==> src/rtl/button_pkg.sv <==
// button_pkg: debounce FSM state encoding and default timing for button_conditioner
package button_pkg;
    typedef enum logic [1:0] {
        IDLE         = 2'd0,
        PRESS_WAIT   = 2'd1,
        PRESSED      = 2'd2,
        RELEASE_WAIT = 2'd3
    } btn_state_t;
    localparam int DEFAULT_DEBOUNCE_CYCLES   = 16;
    localparam int DEFAULT_LONG_PRESS_CYCLES = 1000;
endpackage

==> src/rtl/sync_2ff.sv <==
// sync_2ff: two-flop synchronizer for a single asynchronous input, reset to 0
module sync_2ff (
    input  logic clk,
    input  logic reset_n,
    input  logic d,
    output logic q
);
    logic s1_q, s2_q;
    always_ff @(posedge clk or negedge reset_n) begin
        if (!reset_n) begin
            s1_q <= 1'b0;
            s2_q <= 1'b0;
        end else begin
            s1_q <= d;
            s2_q <= s1_q;
        end
    end
    assign q = s2_q;
endmodule

==> src/rtl/button_conditioner.sv <==
// button_conditioner: synchronize, debounce and pulse a push-button; long press built only with BUTTON_LONG_PRESS_EN
module button_conditioner
    import button_pkg::*;
#(
    parameter int DEBOUNCE_CYCLES   = DEFAULT_DEBOUNCE_CYCLES,
    parameter int LONG_PRESS_CYCLES = DEFAULT_LONG_PRESS_CYCLES
) (
    input  logic clk,
    input  logic reset_n,
    input  logic button_raw,
    output logic button_level,
    output logic press_pulse,
    output logic release_pulse,
    output logic long_press_pulse
);
    localparam int DW = $clog2(DEBOUNCE_CYCLES + 1);
    localparam logic [DW-1:0] DEB_LAST = DW'(DEBOUNCE_CYCLES - 1);
    logic s2;
    btn_state_t state_q, state_d;
    logic [DW-1:0] deb_cnt_q, deb_cnt_d;
    logic level_q, level_d, press_q, press_d, release_q, release_d;
    logic hold_clr, hold_inc;
    sync_2ff u_sync (
        .clk     (clk),
        .reset_n (reset_n),
        .d       (button_raw),
        .q       (s2)
    );
    always_comb begin
        state_d   = state_q;
        deb_cnt_d = deb_cnt_q;
        press_d   = 1'b0;
        release_d = 1'b0;
        hold_clr  = 1'b0;
        hold_inc  = 1'b0;
        case (state_q)
            IDLE: begin
                if (s2) begin
                    state_d   = PRESS_WAIT;
                    deb_cnt_d = DW'(1);
                end
            end
            PRESS_WAIT: begin
                if (!s2) begin
                    state_d   = IDLE;
                    deb_cnt_d = '0;
                end else if (deb_cnt_q == DEB_LAST) begin
                    state_d   = PRESSED;
                    deb_cnt_d = '0;
                    press_d   = 1'b1;
                    hold_clr  = 1'b1;
                end else begin
                    deb_cnt_d = deb_cnt_q + DW'(1);
                end
            end
            PRESSED: begin
                if (!s2) begin
                    state_d   = RELEASE_WAIT;
                    deb_cnt_d = DW'(1);
                end else begin
                    hold_inc  = 1'b1;
                end
            end
            RELEASE_WAIT: begin
                if (s2) begin
                    state_d   = PRESSED;
                    deb_cnt_d = '0;
                end else if (deb_cnt_q == DEB_LAST) begin
                    state_d   = IDLE;
                    deb_cnt_d = '0;
                    release_d = 1'b1;
                end else begin
                    deb_cnt_d = deb_cnt_q + DW'(1);
                end
            end
        endcase
        level_d = (state_d == PRESSED) || (state_d == RELEASE_WAIT);
    end
    always_ff @(posedge clk or negedge reset_n) begin
        if (!reset_n) begin
            state_q   <= IDLE;
            deb_cnt_q <= '0;
            level_q   <= 1'b0;
            press_q   <= 1'b0;
            release_q <= 1'b0;
        end else begin
            state_q   <= state_d;
            deb_cnt_q <= deb_cnt_d;
            level_q   <= level_d;
            press_q   <= press_d;
            release_q <= release_d;
        end
    end
    assign button_level  = level_q;
    assign press_pulse   = press_q;
    assign release_pulse = release_q;
`ifdef BUTTON_LONG_PRESS_EN
    localparam int HW = $clog2(LONG_PRESS_CYCLES + 1);
    localparam logic [HW-1:0] HOLD_MAX = HW'(LONG_PRESS_CYCLES);
    localparam logic [HW-1:0] HOLD_PRE = HW'(LONG_PRESS_CYCLES - 1);
    logic [HW-1:0] hold_cnt_q, hold_cnt_d;
    logic long_q, long_d;
    always_comb begin
        hold_cnt_d = hold_clr ? '0 :
                     (hold_inc && hold_cnt_q != HOLD_MAX) ? hold_cnt_q + HW'(1) : hold_cnt_q;
        long_d     = hold_inc && (hold_cnt_q == HOLD_PRE);
    end
    always_ff @(posedge clk or negedge reset_n) begin
        if (!reset_n) begin
            hold_cnt_q <= '0;
            long_q     <= 1'b0;
        end else begin
            hold_cnt_q <= hold_cnt_d;
            long_q     <= long_d;
        end
    end
    assign long_press_pulse = long_q;
`else
    logic unused_hold;
    assign unused_hold      = hold_clr ^ hold_inc ^ (LONG_PRESS_CYCLES > 0);
    assign long_press_pulse = 1'b0;
`endif
endmodule

==> config.mk <==
export PLATFORM = sky130hd
export DESIGN_NAME = button_conditioner
export DESIGN_NICKNAME = d
export VERILOG_FILES = /design/src/rtl/button_pkg.sv /design/src/rtl/sync_2ff.sv /design/src/rtl/button_conditioner.sv
export SDC_FILE = /design/constraint.sdc
export NUM_CORES = 1
export LEC_CHECK = 0
export BUFFER_PORTS_ARGS = -buffer_cell sky130_fd_sc_hd__buf_2
export CAP_MARGIN = 10
export CORE_MARGIN = 2
export CORE_UTILIZATION = 30
export DETAILED_ROUTE_END_ITERATION = 10
export PLACE_DENSITY = 0.47
export SYNTH_ARGS = -nofsm -noshare
export SYNTH_HDL_FRONTEND = slang
export SYNTH_HIERARCHICAL = 1
export SYNTH_SLANG_ARGS = --single-unit
==> constraint.sdc <==
create_clock -name clk -period 3.2 [get_ports clk]
set_clock_uncertainty 0.05 [all_clocks]
set_input_delay 0.16 -clock clk [delete_from_list [all_inputs] [get_ports clk]]
set_output_delay 0.16 -clock clk [all_outputs]
set_load 0.005 [all_outputs]
---- After elaboration in Yosys (flattened, before gate mapping) ----
Index checks and enable logic that the tools add are counted.
storage, ports and cells
  register bits after elaboration ......... 12
  latch bits .............................. 0
  bits in writable memories ............... 0
  bits in read-only memories .............. 0
  output and inout port bits .............. 4
  word-level logic and storage cells ...... 37
  memories ................................ 0
cells by class
  add/subtract/negate cells ............... 1
  multiply operators ...................... 0
  div/mod/pow operators ................... 0
  $lt $le $gt $ge ......................... 0
  eq/ne operators ......................... 8
  shifts and indexed selects .............. 0
  multiplexer cells ....................... 18
  bitwise gates (word level) .............. 0
  reductions and logical operators ........ 3
operators by type and width
  kind                                                 number
  two-way mux 5 bit                                    5
  one-hot mux 5 bit (4 select lines)                   1
  two-way mux 2 bit                                    6
  equality test 2 bit, second input constant           4
  one-hot mux 2 bit (4 select lines)                   1
  adder 5 x 1 -> 5 bit, second input constant          1
  equality test 5 x 4 -> 1 bit, second input constant  1
  two-way mux 1 bit                                    5
  equality test 2 x 1 -> 1 bit, second input constant  1
  logical NOT 2 bit                                    1
  != test 2 x 1 -> 1 bit, second input constant        1
  != test 2 bit, second input constant                 1
  AND reduction 2 bit                                  1
  logical OR 1 bit                                     1

---- Longest topological paths before layout ----
  word-level depth ........................ 6
  depth in mapped cells ................... 4
  gate-level depth less buffers ........... 4

---- Cells and area by module ----
Netlist, hierarchy kept.
by module, submodules not included
  module              times used  cells an instance  area each (um2)
  button_conditioner  1           41                 478.0
  sync_2ff            1           2                  50.0

---- Least setup slack after synthesis ----
No wires, ideal clock.
  path kind ............................... reg2reg
  start point ............................. register deb_cnt_q[0]
  end point ............................... register level_q (netlist: button_level)
  library setup time ...................... 0.125 ns
  data arrival time ....................... 1.260 ns
  slack ................................... 1.765 ns
  stages on the path, launching flop included .. 5
  path buffers ............................ 0
  clock period less this slack ............ 1.435 ns
  cells stage by stage .................... dfrtp_1 -> ha_1 -> and4b_4 -> nand2_1 -> mux2_2
on the way
  word-level cells in the longest chain between the ends .. 6
  elaborated cells on any way between the ends .. 9
RTL lines
  item                                         line                                                source
  from (decl)                                  button_conditioner.sv:20                            logic [DW-1:0] deb_cnt_q, deb_cnt_d;
  from (signal assigned)                       button_conditioner.sv:88                            deb_cnt_q <= deb_cnt_d;
  equality test 5 x 4 -> 1 bit *               button_conditioner.sv:47, button_conditioner.sv:68
  two-way mux 2 bit, on equally long branches  button_conditioner.sv:68, button_conditioner.sv:47
  two-way mux 2 bit, on equally long branches  button_conditioner.sv:65, button_conditioner.sv:44
  one-hot mux 2 bit (4 select lines) *         button_conditioner.sv:36                            case (state_q)
  equality test 2 bit                          button_conditioner.sv:77                            level_d = (state_d == PRESSED) || (state_d == RELEASE_WAIT);
  logical OR 1 bit *                           button_conditioner.sv:77
  via level_d                                  button_conditioner.sv:21                            logic level_q, level_d, press_q, press_d, release_q, release_d;
  to (signal assigned)                         button_conditioner.sv:89                            level_q <= level_d;
  to (decl)                                    button_conditioner.sv:21
The timed path passes the listed nets; every way through them passes the cells marked *.
A chain may end at the register's enable or synchronous reset.

---- Final worst setup path ----
Same ends and word-level chain as after synthesis.

==> impl_metrics.toml <==
[worst_setup_path]
critPathCaptureType = "flip-flop"
crit_buf_inv = 0
slowest_delay_ns = 0.41
required_ns = 3.31
slowest_stage = "dfrtp_1"
crit_chain = "ha_1 -> and4b_4 -> nand2_1 -> mux2_2"
path_max_fanout = 5
critPathLaunchType = "flip-flop"
critPathKind = "reg2reg"
arrival_ns = 1.63
cp_top_family = "flip-flops"

[clock_network]
cts-resized-gates = 0
cts_tree = "done"
clkTransAtPathRegs_ns = 0.07
cts_max_path_buffers = 2
htreeDepth = 1
hold_buffers = 2
insertion_delay_ns = 0.27
post-cts-setup-buffer-count = 0
cts-root-buf = "clkbuf_4"
cts.sinks = 12
numCtsBuffers = 3

[timing]
hold_viol_final = 0
fmax_mhz = 655
slew_violations = 0
post-route-min-period_ns = 1.53
tns_ns = 0
finalHoldWorstSlack_ns = 0.244
report.final.setup_viol = 0
rsz0062_at_grt = "no"
period_share_pct = 47.7

[synthesis]
avgSynthCellArea_sq_um = 12.3
synth-seq-area-share_pct = 56.9
ys_ff_latch = 12
synthCells = 43
synthArstFlopShare_pct = 100
synthFlopType = "dfrtp_1"
netlist.top_cell.by_area = "dfrtp_1"
syn_nets = 47
synth_edf_count = 0
yosysUniqueCellTypes = 20
netlist_top_cells_area = "dfrtp_1 (57%), mux2_2 (4.3%), nand2_1 (3.6%)"
yosys_warnings = 6
syn_area_sq_um = 528
synth_top_area_share_pct = 56.9

[floorplanning]
start_util_pct = 31.3
std_cell_rows = 15
ios = 7
core_area_sq_mm = 0.00169
die_area_sq_mm = 0.00211
die_w_um = 46.0
die_h_um = 46.0

[route]
drc = 0
routed_wl_um = 854
vias = 344
vias_per_cell = 4.99
antenna_left = 0
drt_iter0_drc = 6
wire_per_inst_um = 12.4
drt_pass1_iterations = 4

[cells_and_area]
drive_gt1_share_pct = 28.8
nets = 57
area_growth_pct = 17.1
final_area_sq_um = 618
diodes = 0

[pwr]
peakVddDrop_uv = 296
power_density_mw_per_mm2 = 493
cellLeakagePower_nw = 0.286

[placement]
gp_congestion = 0.721
portBuffers = 5
dpl_cell_area_sq_um = 562

[global_route]
grt_use_met3_pct = 2.38
grt-ovfl-total = 0
grt_pass1_wl_um = 1390
grt_pass1_vias = 306
grt_antenna_before_repair = 0
grt_max_degree = 13
grt_busiest_layer = "met1"
grt.total_usage_pct = 9.62
use_met2_pct = 12.2
grtUsageMet1_pct = 14.6

[job]
drv_cap = 0

[min_path]
min_path_type = "in2async"

[status]
status = "completed"
==> sequential cells by signal (all words and copies together), names as in the netlist <==
| register | flops |
|---|---|
| deb_cnt_q | 5 |
| state_q | 2 |
| button_level | 1 |
| press_pulse | 1 |
| release_pulse | 1 |
| u_sync/q | 1 |
| u_sync/s1_q | 1 |
==> logic make-up (layout without fill, tap and decap cells) <==
logic type | count (synthesis) | after routing | share of synthesized area [%]
flip-flops | 12 | 12 | 56.9
buffers and inverters | 2 | 11 | 2.37
adder cells (fa/ha/maj) | 1 | 1 | 2.37
AO/OA/AOI/OAI | 7 | 7 | 9.71
AND/OR/NAND/NOR | 14 | 14 | 15.6
multiplexers | 2 | 2 | 4.27
other | 1 | 1 | 0.710
XOR/XNOR | 4 | 4 | 8.06
==> cells in the final DEF (no fill, tap or decap) <==
master | netlist | routed
o21a_1 | 2 | 2
mux2_2 | 2 | 2
conb_1 | 1 | 1
o32ai_2 | 1 | 1
o21ai_0 | 3 | 3
xor2_2 | 1 | 1
nand3_1 | 3 | 3
nor3b_1 | 2 | 2
xor2_1 | 2 | 2
clkbuf_8 | 0 | 1
ha_1 | 1 | 1
dfrtp_1 | 12 | 12
and3_2 | 1 | 1
clkbuf_4 | 0 | 3
nand2_1 | 5 | 5
and4b_4 | 1 | 1
xnor2_1 | 1 | 1
a21oi_1 | 1 | 1
dlygate4sd3_1 | 0 | 2
nand4b_1 | 1 | 1
buf_2 | 1 | 5
nor2_1 | 1 | 1
==> final cells by class <==
class | count | area (sq um)
clock buffers | 4 | 36.3
flip-flops and latches | 12 | 300
multi-input cells | 29 | 215
repair buffers | 7 | 45.0
fillers | 169 | 1070
well taps | 17 | 21.3
==> final timing paths <==
kind	to	from	cells after the start	slack (ns)
worst max-delay path	button_level$_DFF_PN0_	deb_cnt_q[0]$_DFFE_PN0P_	4	1.67
worst min-delay path	u_sync/s1_q$_DFF_PN0_	reset_n	2	0.24
worst max register to register	button_level$_DFF_PN0_	deb_cnt_q[0]$_DFFE_PN0P_	4	1.67
worst min register to register	u_sync/q$_DFF_PN0_	u_sync/s1_q$_DFF_PN0_	0	0.30
max in group asynchronous	deb_cnt_q[3]$_DFFE_PN0P_	reset_n	2	2.64
min in group clk	u_sync/q$_DFF_PN0_	u_sync/s1_q$_DFF_PN0_	0	0.30
==> routing by layer <==
metal,vias to the layer above,share of wire (%)
met1,166,52
met4,0,1.4
met3,4,3.6
li1,165,-
met2,9,43
met5,-,0
==> where the power goes <==
group	internal (mW)	switching, mW
logic	0.00996	0.0107
registers	0.158	0.00799
clock network	0.0691	0.0490
total	0.237	0.0678
==> stage by stage <==
step / util [%] / power [mW] / cells / setup slack [ns]
after floorplan: - / 0.181 / 43 / 1.77
after global placement: 33.3 / 0.188 / 63 / 1.70
after detailed placement: 33.3 / 0.188 / 63 / 1.69
after CTS: 36.6 / 0.312 / 69 / 1.68
after global routing: 36.6 / 0.323 / 69 / 1.63
final: 36.6 / 0.305 / 69 / 1.67
==> synthesized netlist by cell type (2+ instances only) <==
| cell type | number |
|---|---|
| mux2_2 | 2 |
| dfrtp_1 | 12 |
| xor2_1 | 2 |
| o21ai_0 | 3 |
| nand3_1 | 3 |
| nand2_1 | 5 |
| o21a_1 | 2 |
| nor3b_1 | 2 |
(Power assumes the default switching activity.)
